### config.mk
export PLATFORM = sky130hd
export DESIGN_NAME = mips_register_file
export DESIGN_NICKNAME = d
export VERILOG_FILES = /design/src/rtl/mips_pkg.sv /design/src/rtl/regfile_read_port.sv /design/src/rtl/mips_register_file.sv
export SDC_FILE = /design/constraint.sdc
export NUM_CORES = 2
export LEC_CHECK = 0
export BUFFER_PORTS_ARGS = -buffer_cell sky130_fd_sc_hd__buf_2
export CORE_ASPECT_RATIO = 1.5
export CORE_MARGIN = 8
export CORE_UTILIZATION = 65
export DETAILED_ROUTE_END_ITERATION = 16
export PLACE_DENSITY_LB_ADDON = 0.25
export SETUP_SLACK_MARGIN = 0.2
export SLEW_MARGIN = 40
export SYNTH_ARGS = -nofsm -noshare
export SYNTH_HDL_FRONTEND = slang
export SYNTH_SLANG_ARGS = --single-unit
### constraint.sdc
create_clock -name Clk -period 4.65 [get_ports Clk]
set_input_delay 0.93 -clock Clk [delete_from_list [all_inputs] [get_ports Clk]]
set_output_delay 0.93 -clock Clk [all_outputs]
set_load 0.05 [all_outputs]
### src/rtl/mips_pkg.sv
// Shared MIPS datapath definitions: widths, register-address and data-word types.
// Reused by the register file, ALU and pipeline stages.
package mips_pkg;

    localparam int DATA_W   = 32;
    localparam int ADDR_W   = 5;
    localparam int NUM_REGS = 2 ** ADDR_W;

    typedef logic [ADDR_W-1:0] reg_addr_t;
    typedef logic [DATA_W-1:0] word_t;

    localparam reg_addr_t REG_ZERO = 5'd0;

endpackage

### src/rtl/regfile_read_port.sv
// One registered read port: $0 force, write-first bypass and a stall-gated output register.
// Instantiated once per source operand (rs, rt).
module regfile_read_port
    import mips_pkg::*;
#(
    parameter int DATA_W = mips_pkg::DATA_W,
    parameter int ADDR_W = mips_pkg::ADDR_W
) (
    input  logic              Clk,
    input  logic              Reset_n,
    input  logic              ReadEn,
    input  logic [ADDR_W-1:0] ReadReg,
    input  logic              RegWrite,
    input  logic [ADDR_W-1:0] WriteReg,
    input  logic [DATA_W-1:0] WriteData,
    input  logic [DATA_W-1:0] StoredData,
    output logic [DATA_W-1:0] ReadData
);

    logic [DATA_W-1:0] sel_data;

    always_comb begin
        // NOTE: default assigned first so every path drives sel_data and no latch is inferred.
        sel_data = StoredData;
        if (ReadReg == ADDR_W'(REG_ZERO)) begin
            sel_data = '0;
        end else if (RegWrite && (WriteReg == ReadReg)) begin
            sel_data = WriteData;
        end
    end

    always_ff @(posedge Clk or negedge Reset_n) begin
        // NOTE: non-blocking assignments for state so all flops sample pre-edge values.
        if (!Reset_n) begin
            ReadData <= '0;
        end else if (ReadEn) begin
            ReadData <= sel_data;
        end
    end

endmodule

### src/rtl/mips_register_file.sv
// 32 x 32-bit MIPS register file: one write port, two registered read ports with
// same-edge write bypass; register $0 is hardwired to zero.
module mips_register_file
    import mips_pkg::*;
#(
    parameter int DATA_W   = mips_pkg::DATA_W,
    parameter int ADDR_W   = mips_pkg::ADDR_W,
    parameter int NUM_REGS = mips_pkg::NUM_REGS
) (
    input  logic              Clk,
    input  logic              Reset_n,
    input  logic              RegWrite,
    input  logic [ADDR_W-1:0] WriteReg,
    input  logic [DATA_W-1:0] WriteData,
    input  logic              ReadEn,
    input  logic [ADDR_W-1:0] ReadReg1,
    input  logic [ADDR_W-1:0] ReadReg2,
    output logic [DATA_W-1:0] ReadData1,
    output logic [DATA_W-1:0] ReadData2
);

    logic [DATA_W-1:0] regs [NUM_REGS];
    logic              write_en;

    assign write_en = RegWrite && (WriteReg != ADDR_W'(REG_ZERO));

    always_ff @(posedge Clk or negedge Reset_n) begin
        // NOTE: the array is reset entry by entry, so it maps to flops rather than a RAM
        // macro; that is what guarantees unwritten registers read 0 instead of X.
        if (!Reset_n) begin
            for (int i = 0; i < NUM_REGS; i++) begin
                regs[i] <= '0;
            end
        end else if (write_en) begin
            regs[WriteReg] <= WriteData;
        end
    end

    regfile_read_port #(
        .DATA_W (DATA_W),
        .ADDR_W (ADDR_W)
    ) u_port1 (
        .Clk        (Clk),
        .Reset_n    (Reset_n),
        .ReadEn     (ReadEn),
        .ReadReg    (ReadReg1),
        .RegWrite   (RegWrite),
        .WriteReg   (WriteReg),
        .WriteData  (WriteData),
        .StoredData (regs[ReadReg1]),
        .ReadData   (ReadData1)
    );

    regfile_read_port #(
        .DATA_W (DATA_W),
        .ADDR_W (ADDR_W)
    ) u_port2 (
        .Clk        (Clk),
        .Reset_n    (Reset_n),
        .ReadEn     (ReadEn),
        .ReadReg    (ReadReg2),
        .RegWrite   (RegWrite),
        .WriteReg   (WriteReg),
        .WriteData  (WriteData),
        .StoredData (regs[ReadReg2]),
        .ReadData   (ReadData2)
    );

endmodule

==> results.sh <==
export IMPL_outcome="finished, final reports clean"
export IMPL_critPathMaxStageDelay_ns=0.55
export IMPL_drive_above_1_share_pct=47.1
export IMPL_netlist_area_um2=56800
export IMPL_place_inst=4841
export IMPL_hold_viol_final=0
export IMPL_fin_cells=5035
export IMPL_synth_top_area_share_pct=47.9
export IMPL_ys_warn_count=0
export IMPL_fin_ws_ns=1.54
export IMPL_r2r_start="regs[14]"
export IMPL_nNetsFinal=3852
export IMPL_drtAntennaViolNets=0
export IMPL_drt_iter0_markers=3617
export IMPL_end_kind="register"
export IMPL_cts_tree="built"
export IMPL_ir_drop_uv=327
export IMPL_clk_path_buf_depth=3
export IMPL_insertion_delay_ns=0.72
export IMPL_antenna_found_initial=2
export IMPL_synth_top_area_cell="dfrtp_1"
export IMPL_p_leak_nw=27.2
export IMPL_die_w_um=257
export IMPL_synth_cell_types=34
export IMPL_setup_violations=0
export IMPL_die_area_um2=97300
export IMPL_grt_overflow=0
export IMPL_htree_levels=3
export IMPL_globalplace_congestion=0.864
export IMPL_cts_resized=0
export IMPL_worstPathArrival_ns=3.71
export IMPL_yosys_top_cells_count="dfrtp_1, mux2_2, mux4_2"
export IMPL_cts_hold_repair_buffers=0
export IMPL_power_density_nw_per_um2=434
export IMPL_synth_area_per_cell_um2=14.6
export IMPL_grt_start_max_net_pins=129
export IMPL_critPathKind="in2reg"
export IMPL_synthArstFlopShare_pct=100
export IMPL_path_max_fanout=49
export IMPL_wire_per_inst_um=34.4
export IMPL_pre_cts_slack_ns=0.989
export IMPL_hold_class="in2async"
export IMPL_yosys_register_bits=1088
export IMPL_slew_headroom_pct=38.9
export IMPL_cp_data_required_time_ns=5.25
export IMPL_min_period_ns=3.11
export IMPL_synth_area_leaders="dfrtp_1, mux2_2, mux4_2"
export IMPL_start_kind="input pin"
export IMPL_dr_pass1_iters=5
export IMPL_cp_depth=7
export IMPL_ys_seq_area_share_pct=47.9
export IMPL_core_um2=87200
export IMPL_wl_mm=173
export IMPL_finalCritPeriodShare_pct=66.9
export IMPL_clock_skew_ns=0.0167
export IMPL_rsz0062_at_grt="false"
export IMPL_synth_edff_count=0
export IMPL_start_util_pct=65.1
export IMPL_tightest_slew_ns=0.913
export IMPL_grt_pass1_vias=41000
export IMPL_track_usage_pct=35.7
export IMPL_worst_path_max_delay_cell="mux4_2"
export IMPL_max_freq_mhz=322
export IMPL_vias=38100
export IMPL_finalSetupTns_ns=0
export IMPL_numCtsBuffers=102
export IMPL_io_pins=115
export IMPL_cp_cell_sequence="buf_8 -> buf_12 -> buf_16 -> mux4_2 -> a22oi_1 -> a21oi_1 -> a2111o_1"
export IMPL_cap_violations=0
export IMPL_fin_hold_ws_ns=0.0988
export IMPL_drc=0
export IMPL_r2r_cells=4
export IMPL_worst_path_buf_inv=3
export IMPL_grt_pass1_wl_mm=261
export IMPL_clk_pin_slew_ns=0.07
export IMPL_fp_dieH_um=378
export IMPL_slew_violations=0
export IMPL_synthCells=3896
export IMPL_reg2reg_setup_slack_ns=2.75
export IMPL_syn_num_nets=3947
export IMPL_area_growth_syn_to_layout_pct=9.29
export IMPL_total_power_mw=26.9
export IMPL_synth_top_flop_cell="dfrtp_1"
export IMPL_port_buffers=114
export IMPL_critPathTopFamily="buffers and inverters"
export IMPL_cts_root_buf="clkbuf_16"
export IMPL_detailed_place_hpwl_mm=104
export IMPL_cts_setup_buffers=0
export IMPL_cts_sinks=1088
export IMPL_yosysMostFrequentCell="dfrtp_1"
export IMPL_viasPerCell=7.57
export IMPL_rows=133
export IMPL_r2r_end="u_port2.ReadData[14]"
-- area by class of cell --
type                       count  area [um2]
antenna                        5        12.5
clock buffer                 148        2970
clock inverter                38         439
fill                        5586       25100
inverter                       4        15.0
multi-input combinational   2358       27800
sequential                  1088       27200
tap                         1147        1440
timing repair buffer         247        2170
-- layer usage --
| metal | track usage, % | part of all wire, % |
|---|---|---|
| met1 | 42.9 | 35 |
| met2 | 58.0 | 49 |
| met3 | 8.58 | 9.1 |
| met4 | 23.2 | 7.2 |
| met5 | 0 | 0 |
-- worst max path at each step --
stage	slack [ns]	start	to
final	1.54	ReadReg2[0]	u_port2.ReadData[14]
after global routing	1.42	ReadReg2[0]	u_port2.ReadData[14]
after CTS	1.73	ReadReg2[0]	u_port2.ReadData[23]
after detailed placement	0.99	ReadReg2[0]	u_port2.ReadData[23]
after global placement	0.83	ReadReg2[1]	u_port2.ReadData[26]
after floorplan	1.88	ReadReg1[2]	u_port1.ReadData[0]
-- power breakdown --
group	leakage, nW	internal, mW	total, mW	switching [mW]
Combinational	11.6	3.07	5.65	2.58
Sequential	14.0	11.3	12.7	1.40
Clock	1.69	4.83	8.60	3.77
-- kinds of logic after synthesis --
group,Yosys count,synth area share [%]
muxes,1632,39.4
DFF,1088,47.9
AOI/OAI and AO/OA,584,7.61
buffers and inverters,450,3.58
and+or+nand+nor,132,1.30
xor gates and xnor gates,10,0.154
-- state kept, by name, summed over array words and instances (netlist names) --
name,flops
regs,1024
u_port1.ReadData,32
u_port2.ReadData,32
-- cell usage in the layout, fill, tap and decap left out, types with 5 or more instances in the layout --
cell	instances
diode_2	5
clkinv_2	23
buf_2	109
dfrtp_1	1088
buf_16	5
mux2_2	984
nand2_2	15
clkbuf_16	103
o21ai_0	64
mux2_1	8
nor2b_1	64
nor2_4	20
a2111o_1	64
a21oi_1	128
buf_8	5
xnor2_1	10
mux4_2	384
clkbuf_8	24
mux2i_1	256
clkbuf_1	23
a22oi_1	192
buf_4	88
a221oi_1	128
clkinv_8	6
buf_12	34
bufinv_16	7
-- per-stage QoR --
step / area (um2) / util [%]
2_1_floorplan: 56800 / -
3_3_place_gp: 58500 / 67.0
3_5_place_dp: 58600 / 67.1
4_1_cts: 62000 / 71.1
5_1_grt: 62100 / 71.2
6_report: 62100 / 71.2
-- worst reg2reg max path: stages, from the launching register on --
cell and delay [ns]:
dfrtp_1 0.40, mux4_2 0.47, a22oi_1 0.39, a21oi_1 0.13, a2111o_1 0.38
Power figures use the tool's default switching activity.
